===== src/rtl/pwl_func_eval.sv =====
// Piecewise-linear function evaluator: y = c0 +/- round(c1*frac >> FRAC_W),
// saturated to [0, 2^C0_W-1]. The coefficient table is loaded word by word
// over the cfg port. The evaluation pipeline has three registered stages under
// a single global stall.
module pwl_func_eval #(
  parameter int SEG_BITS  = 6,
  parameter int IN_W      = 16,
  parameter int C0_W      = 20,
  parameter int C1_W      = 12,
  parameter bit SLOPE_NEG = 1'b1
) (
  input  logic                 clk,
  input  logic                 rst_n,
  input  logic                 cfg_valid,
  output logic                 cfg_ready,
  input  logic [C0_W+C1_W-1:0] cfg_data,
  output logic                 load_done,
  input  logic                 in_valid,
  output logic                 in_ready,
  input  logic [IN_W-1:0]      in_data,
  output logic                 out_valid,
  input  logic                 out_ready,
  output logic [C0_W-1:0]      out_data
);

  localparam int FRAC_W = IN_W - SEG_BITS;
  localparam int DEPTH  = 1 << SEG_BITS;
  localparam int PROD_W = C1_W + FRAC_W;
  localparam int TERM_W = C1_W + 1;
  localparam int Y_W    = C0_W + 2;
  localparam int STAGES = 3;
  localparam logic [PROD_W:0] HALF = {{PROD_W{1'b0}}, 1'b1} << (FRAC_W - 1);

  // Coefficient storage and load bookkeeping
  logic [C0_W+C1_W-1:0] table_q [DEPTH];
  logic [SEG_BITS-1:0]  wr_ptr_q, wr_ptr_d;
  logic                 load_done_q, load_done_d;

  // Pipeline state; vld_pipe_q[k] marks stage k occupied
  logic [STAGES:1]      vld_pipe_q;
  logic [C0_W-1:0]      c0_s1_q, c0_s2_q;
  logic [C1_W-1:0]      c1_s1_q;
  logic [FRAC_W-1:0]    frac_s1_q;
  logic [PROD_W-1:0]    prod_s2_q;
  logic [C0_W-1:0]      out_data_q;

  logic                 advance, cfg_fire, in_fire;
  logic [C0_W+C1_W-1:0] rd_ent;
  logic [PROD_W:0]      rnd;
  logic [TERM_W-1:0]    term;
  logic signed [Y_W-1:0] y;
  logic [C0_W-1:0]      y_sat;

  assign out_valid = vld_pipe_q[STAGES];
  assign out_data  = out_data_q;
  assign load_done = load_done_q;
  assign advance   = !out_valid || out_ready;
  // Loading is only allowed into an empty pipeline so no sample ever sees a
  // half-written table; a pending cfg word also blocks new samples so the
  // pipeline drains for it.
  assign cfg_ready = ~|vld_pipe_q;
  assign in_ready  = load_done_q && advance && !cfg_valid;
  assign cfg_fire  = cfg_valid && cfg_ready;
  assign in_fire   = in_valid && in_ready;

  assign rd_ent    = table_q[in_data[IN_W-1:FRAC_W]];

  // Next load pointer / done flag; a write while done is a restart at entry 0
  always_comb begin
    wr_ptr_d    = wr_ptr_q;
    load_done_d = load_done_q;
    if (cfg_fire) begin
      wr_ptr_d    = wr_ptr_q + 1'b1;
      load_done_d = load_done_q ? 1'b0 : (&wr_ptr_q);
    end
  end

  // Load pointer and done flag
  always_ff @(posedge clk) begin
    if (!rst_n) begin
      wr_ptr_q    <= '0;
      load_done_q <= 1'b0;
    end else begin
      wr_ptr_q    <= wr_ptr_d;
      load_done_q <= load_done_d;
    end
  end

  // Table write; contents survive reset and are gated by load_done instead
  always_ff @(posedge clk) begin
    if (cfg_fire) table_q[wr_ptr_q] <= cfg_data;
  end

  // Round half-up, apply the slope sign, then saturate to the output range
  always_comb begin
    rnd   = {1'b0, prod_s2_q} + HALF;
    term  = TERM_W'(rnd >> FRAC_W);
    y     = '0;
    y_sat = '0;
    if (SLOPE_NEG) y = $signed({2'b00, c0_s2_q}) - $signed({{(Y_W-TERM_W){1'b0}}, term});
    else           y = $signed({2'b00, c0_s2_q}) + $signed({{(Y_W-TERM_W){1'b0}}, term});
    if (y[Y_W-1])                 y_sat = '0;
    else if (|y[Y_W-2:C0_W])      y_sat = '1;
    else                          y_sat = y[C0_W-1:0];
  end

  // Three-stage pipeline: S1 table read + frac, S2 multiply, S3 round/sat
  always_ff @(posedge clk) begin
    if (!rst_n) begin
      vld_pipe_q <= '0;
      c0_s1_q    <= '0;
      c1_s1_q    <= '0;
      frac_s1_q  <= '0;
      c0_s2_q    <= '0;
      prod_s2_q  <= '0;
      out_data_q <= '0;
    end else if (advance) begin
      vld_pipe_q <= {vld_pipe_q[STAGES-1:1], in_fire};
      c0_s1_q    <= rd_ent[C0_W+C1_W-1:C1_W];
      c1_s1_q    <= rd_ent[C1_W-1:0];
      frac_s1_q  <= in_data[FRAC_W-1:0];
      c0_s2_q    <= c0_s1_q;
      prod_s2_q  <= PROD_W'(c1_s1_q) * PROD_W'(frac_s1_q);
      if (vld_pipe_q[2]) out_data_q <= y_sat;
    end
  end

endmodule


===== config.mk =====
export PLATFORM = sky130hd
export DESIGN_NAME = pwl_func_eval
export DESIGN_NICKNAME = d
export VERILOG_FILES = /design/src/rtl/pwl_func_eval.sv
export SDC_FILE = /design/constraint.sdc
export NUM_CORES = 2
export LEC_CHECK = 0
export BUFFER_PORTS_ARGS = -buffer_cell sky130_fd_sc_hd__buf_2
export CORE_MARGIN = 4
export CORE_UTILIZATION = 35
export CTS_CLUSTER_SIZE = 16
export DETAILED_ROUTE_END_ITERATION = 7
export PLACE_DENSITY = 0.46
export SLEW_MARGIN = 20
export SYNTH_ARGS = -nofsm -noshare
export SYNTH_HDL_FRONTEND = slang
export SYNTH_SLANG_ARGS = --single-unit

===== constraint.sdc =====
create_clock -name clk -period 6.6 [get_ports clk]
set_input_delay 0.66 -clock clk [delete_from_list [all_inputs] [get_ports clk]]
set_output_delay 0.66 -clock clk [all_outputs]
set_load 0.02 [all_outputs]

## Yosys cells after proc, flatten, opt, wreduce, memory -nomap -nowiden

Memories as Yosys holds them, arrays and structs flattened. A register that Yosys moved wholly into a read port is not among the register bits.
Index checks and enable logic that the tools add are counted.

| storage, ports and cells | value |
|---|---|
| flip-flop bits (word level) | 82 |
| memories kept | 1 |
| input port bits | 53 |
| bits in writable memories | 2048 |

Memories:

| name | depth | width | read ports | clocked after Yosys merged registers in | wr ports | RTL line | RTL |
|---|---|---|---|---|---|---|---|
| table_q | 64 | 32 | 1 | 1 | 1 | 35 | `logic [C0_W+C1_W-1:0] table_q [DEPTH];` |

| operators by class | value |
|---|---|
| multiplexer cells | 5 |
| reductions and logical operators | 12 |
| add/subtract/negate cells | 3 |
| multipliers | 1 |

Operators by type and width:

| cell | count |
|---|---|
| 20-bit two-way mux | 2 |
| 22-bit by 10-bit adder with 23-bit output (second input constant) | 1 |
| 12-bit by 10-bit multiplier with 22-bit output | 1 |
| 20-bit by 13-bit subtractor with 21-bit output | 1 |
| 6-bit by 1-bit adder with 6-bit output (second input constant) | 1 |
| 6-bit AND reduction | 1 |
| 1-bit logical AND | 4 |
| 1-bit logical NOT | 4 |
| 1-bit two-way mux | 3 |
| 3-bit OR reduction | 1 |
| 2-bit AND reduction | 1 |
| 1-bit logical OR | 1 |

## Logic depth before layout (Yosys ltp)

| depth | value |
|---|---|
| depth in word-level cells | 5 |
| gate-level depth with buffers | 20 |

## Worst setup path before layout

Ideal clock, no wire load.

| path | value |
|---|---|
| path type | register to register |
| from | reg frac_s1_q[1] |
| to | reg prod_s2_q[16] |
| buffers on the path | 1 |
| library setup time | 0.117 ns |
| arrival time | 4.931 ns |
| clock period less this slack | 5.048 ns |
| setup slack | 1.552 ns |
| cell stages (with the launch flop) | 17 |
| cells stage by stage | dfxtp_1 clkbuf_1 nand2_1 fa_1 inv_1 fa_1 inv_1 fa_1 inv_1 fa_1 fa_1 ha_1 o21a_1 o21ai_0 nor3_1 or4_1 a32o_1 |

| between the ends | value |
|---|---|
| longest elaborated chain between the ends | 1 |

RTL lines:

| item | RTL line | RTL |
|---|---|---|
| start, declared | 43 | `logic [FRAC_W-1:0] frac_s1_q;` |
| start signal, assigned | 121 | `frac_s1_q <= in_data[FRAC_W-1:0];` |
| 12-bit by 10-bit multiplier with 22-bit output | 123 | `prod_s2_q <= PROD_W'(c1_s1_q) * PROD_W'(frac_s1_q);` |
| end signal, assigned | 123 |  |
| end, declared | 44 | `logic [PROD_W-1:0] prod_s2_q;` |

No other way between the ends.
A chain may end at the register's enable or synchronous reset.

## Worst setup path after layout

| path | value |
|---|---|
| from | reg frac_s1_q[2] |
| to | reg prod_s2_q[16] |

Same word-level chain as after synthesis.

==> impl_metrics.json <==
{
  "p_comb_frac": 0.063,
  "cpMaxStageDelayCell": "dfxtp_1",
  "dieArea_sq_mm": 0.255,
  "grt_pass1_vias": 45600,
  "cts_tree": "done",
  "fin_crit_ps": 5450,
  "cts_setup_buffers": 0,
  "setup_viol": 0,
  "rsz0062_at_grt": "false",
  "placedCellCount": 7861,
  "synth_warnings": 0,
  "fin_hold_ws_ps": 98.2,
  "antenna_found_initial": 25,
  "clk_pin_slew_ps": 60,
  "finalPower_mw": 29.2,
  "cap_violations": 0,
  "tightestPinTransition_ps": 1140,
  "crit_top_cell": "fa_1",
  "critPathMaxFanout": 13,
  "routed_via_density": 5.36,
  "ctsHoldBuffers": 0,
  "finalCritPeriodShare": 0.826,
  "startpoint": "frac_s1_q[2]",
  "dr.pass1.iters": 6,
  "powerDensity_mw_per_mm2": 296,
  "fin_ws_ps": 1150,
  "seqPwrFrac": 0.517,
  "crit_buf_inv": 3,
  "rows": 182,
  "maxSlewHeadroom": 0.241,
  "cellLeakagePower_nw": 32.7,
  "vias": 44400,
  "core_area_sq_mm": 0.246,
  "place_congestion": 0.783,
  "skew_ps": 41.5,
  "start_util": 0.352,
  "synth_area_sq_mm": 0.0865,
  "cts_buffers": 225,
  "syn-instance-count": 4696,
  "totalWireLength_microns": 240000,
  "preCtsSetupSlack_ps": 1150,
  "die_w_microns": 505,
  "final_common_cell": "edfxtp_1",
  "drtIter0Drc": 3870,
  "drv_slew": 0,
  "nNetsFinal": 5069,
  "layout_common_cells": "edfxtp_1, mux2i_1, a22oi_1",
  "area_growth_pct": 14.2,
  "hold_path_class": "in2reg",
  "synth_ff_type": "edfxtp_1",
  "synth_seq_area_share": 0.735,
  "synthArstFlopShare": 0,
  "synth_nets": 4897,
  "reg2reg_from": "frac_s1_q[2]",
  "slowest_delay_ps": 600,
  "crit_required_ps": 7310,
  "hpwl_microns": 139000,
  "clk_latency_ps": 850,
  "ioPinCount": 77,
  "grt_usage": 0.185,
  "die_h_microns": 505,
  "crit_type": "reg2reg",
  "status": "complete, no violations",
  "clockBufferDepth": 3,
  "grt_pass1_wl_microns": 343000,
  "ys_types": 70,
  "port_buffers": 76,
  "synth_seq_cells": 2153,
  "fin_cells": 8293,
  "p_sw_frac": 0.223,
  "worstHoldStart": "in_data[0]",
  "cts_root_buffer": "clkbuf_16",
  "overflow": 0,
  "internal_power_mw": 22.7,
  "syn_area_per_cell_sq_um": 18.4,
  "synth_edf_count": 2048,
  "postRouteAntennaNets": 0,
  "cp_cell_sequence": "nand2_1 -> fa_1 -> inv_1 -> fa_1 -> inv_1 -> fa_1 -> inv_1 -> fa_1 -> fa_1 -> ha_1 -> o21a_1 -> o21ai_0 -> nor3_1 -> or4_1 -> a32o_1",
  "drc": 0,
  "cts.sinks": 2153,
  "htree_levels": 4,
  "critPathTopFamily": "adder cells",
  "pwr-share-clk": 0.420,
  "worstSetupEndpointType": "flip-flop",
  "p_sw_mw": 6.54,
  "final_layout_size_suffix_gt1_frac": 0.170,
  "critPathLaunchType": "flip-flop",
  "drt-wirelength-per-cell_microns": 29.0,
  "worst-endpoint-arrival_ps": 6170,
  "finalHoldViolations": 0,
  "grt_max_degree": 96,
  "vdd_drop_max_mv": 0.263,
  "fmax_ghz": 0.183,
  "final.setup.tns_ps": 0,
  "cts-resized-gates": 0
}
-- layout make-up --
type | count | area [sq um]
Antenna cell | 11 | 27.5
Inverter | 86 | 323
Clock inverter | 101 | 927
Clock buffer | 320 | 6140
Timing Repair Buffer | 221 | 1790
Fill cell | 22000 | 147000
Sequential cell | 2153 | 63600
Tap cell | 3220 | 4030
Multi-Input combinational cell | 2181 | 21900
-- per-layer routing --
metal / global-route usage / share of wire
met3: 0.0309 / 0.050
met2: 0.301 / 0.48
met1: 0.261 / 0.45
met4: 0.0438 / 0.020
met5: 0 / 0
-- power groups by stage --
stage	Combinational, mW	Sequential (mW)	Clock (mW)
2_1_floorplan	1.15	15.3	0
3_3_place_gp	1.85	15.4	0
3_5_place_dp	1.86	15.4	0
4_1_cts	1.87	15.1	12.6
5_1_grt	2.03	15.1	13.2
6_report	1.85	15.1	12.3
-- path summary, 6_finish.rpt --
kind,end,slack (ps),depth (start not counted)
max,prod_s2_q[16],1150,15
min,frac_s1_q[0],100,3
max reg2reg,prod_s2_q[16],1150,15
min reg2reg,out_data[3],460,2
-- registers in the layout (all words and copies together) (netlist names) --
| name | flops |
|---|---|
| prod_s2_q | 13 |
| c1_s1_q | 12 |
| wr_ptr_q | 6 |
| out_data | 20 |
| table_q | 2048 |
| c0_s1_q | 20 |
| vld_pipe_q | 3 |
| c0_s2_q | 20 |
| load_done | 1 |
| frac_s1_q | 10 |
-- cells by family (layout without fill, tap and decap cells) --
kind of cell | Yosys count | count (layout) | share of synthesized area
flip-flops | 2153 | 2153 | 0.735
multiplexers | 773 | 773 | 0.127
AO/OA/AOI/OAI | 655 | 655 | 0.0563
AND/OR/NAND/NOR | 573 | 573 | 0.0326
buffers and inverters | 362 | 728 | 0.0177
adder cells (fa/ha/maj) | 148 | 148 | 0.0282
XOR/XNOR | 32 | 32 | 0.00324
other | 0 | 11 | 0
-- worst min-delay path, delay by kind of cell --
kind                   cells  cell delay, ps
buffers and inverters      1             100
AO/OA/AOI/OAI              1              60
AND/OR/NAND/NOR            1              40
-- stage by stage --
stage	cell area [sq um]	utilization
after CTS	98700	0.401
after detailed placement	91600	0.373
after floorplan	86500	-
after global routing	98700	0.402
after global placement	91600	0.372
final	98800	0.402
-- cells in the mapped netlist (70+ instances only) --
cell type	count	area [sq um]
dfxtp_1	105	2100
edfxtp_1	2048	61500
nor2_1	92	345
mux4_2	256	5770
and2_1	79	494
ha_1	70	876
mux2i_1	514	5140
nand2_1	176	661
nand3_1	121	606
inv_1	86	323
a22oi_1	355	2670
fa_1	78	1560
clkbuf_1	145	544
buf_2	97	485
No activity file was read; power rests on OpenSTA's default activity.
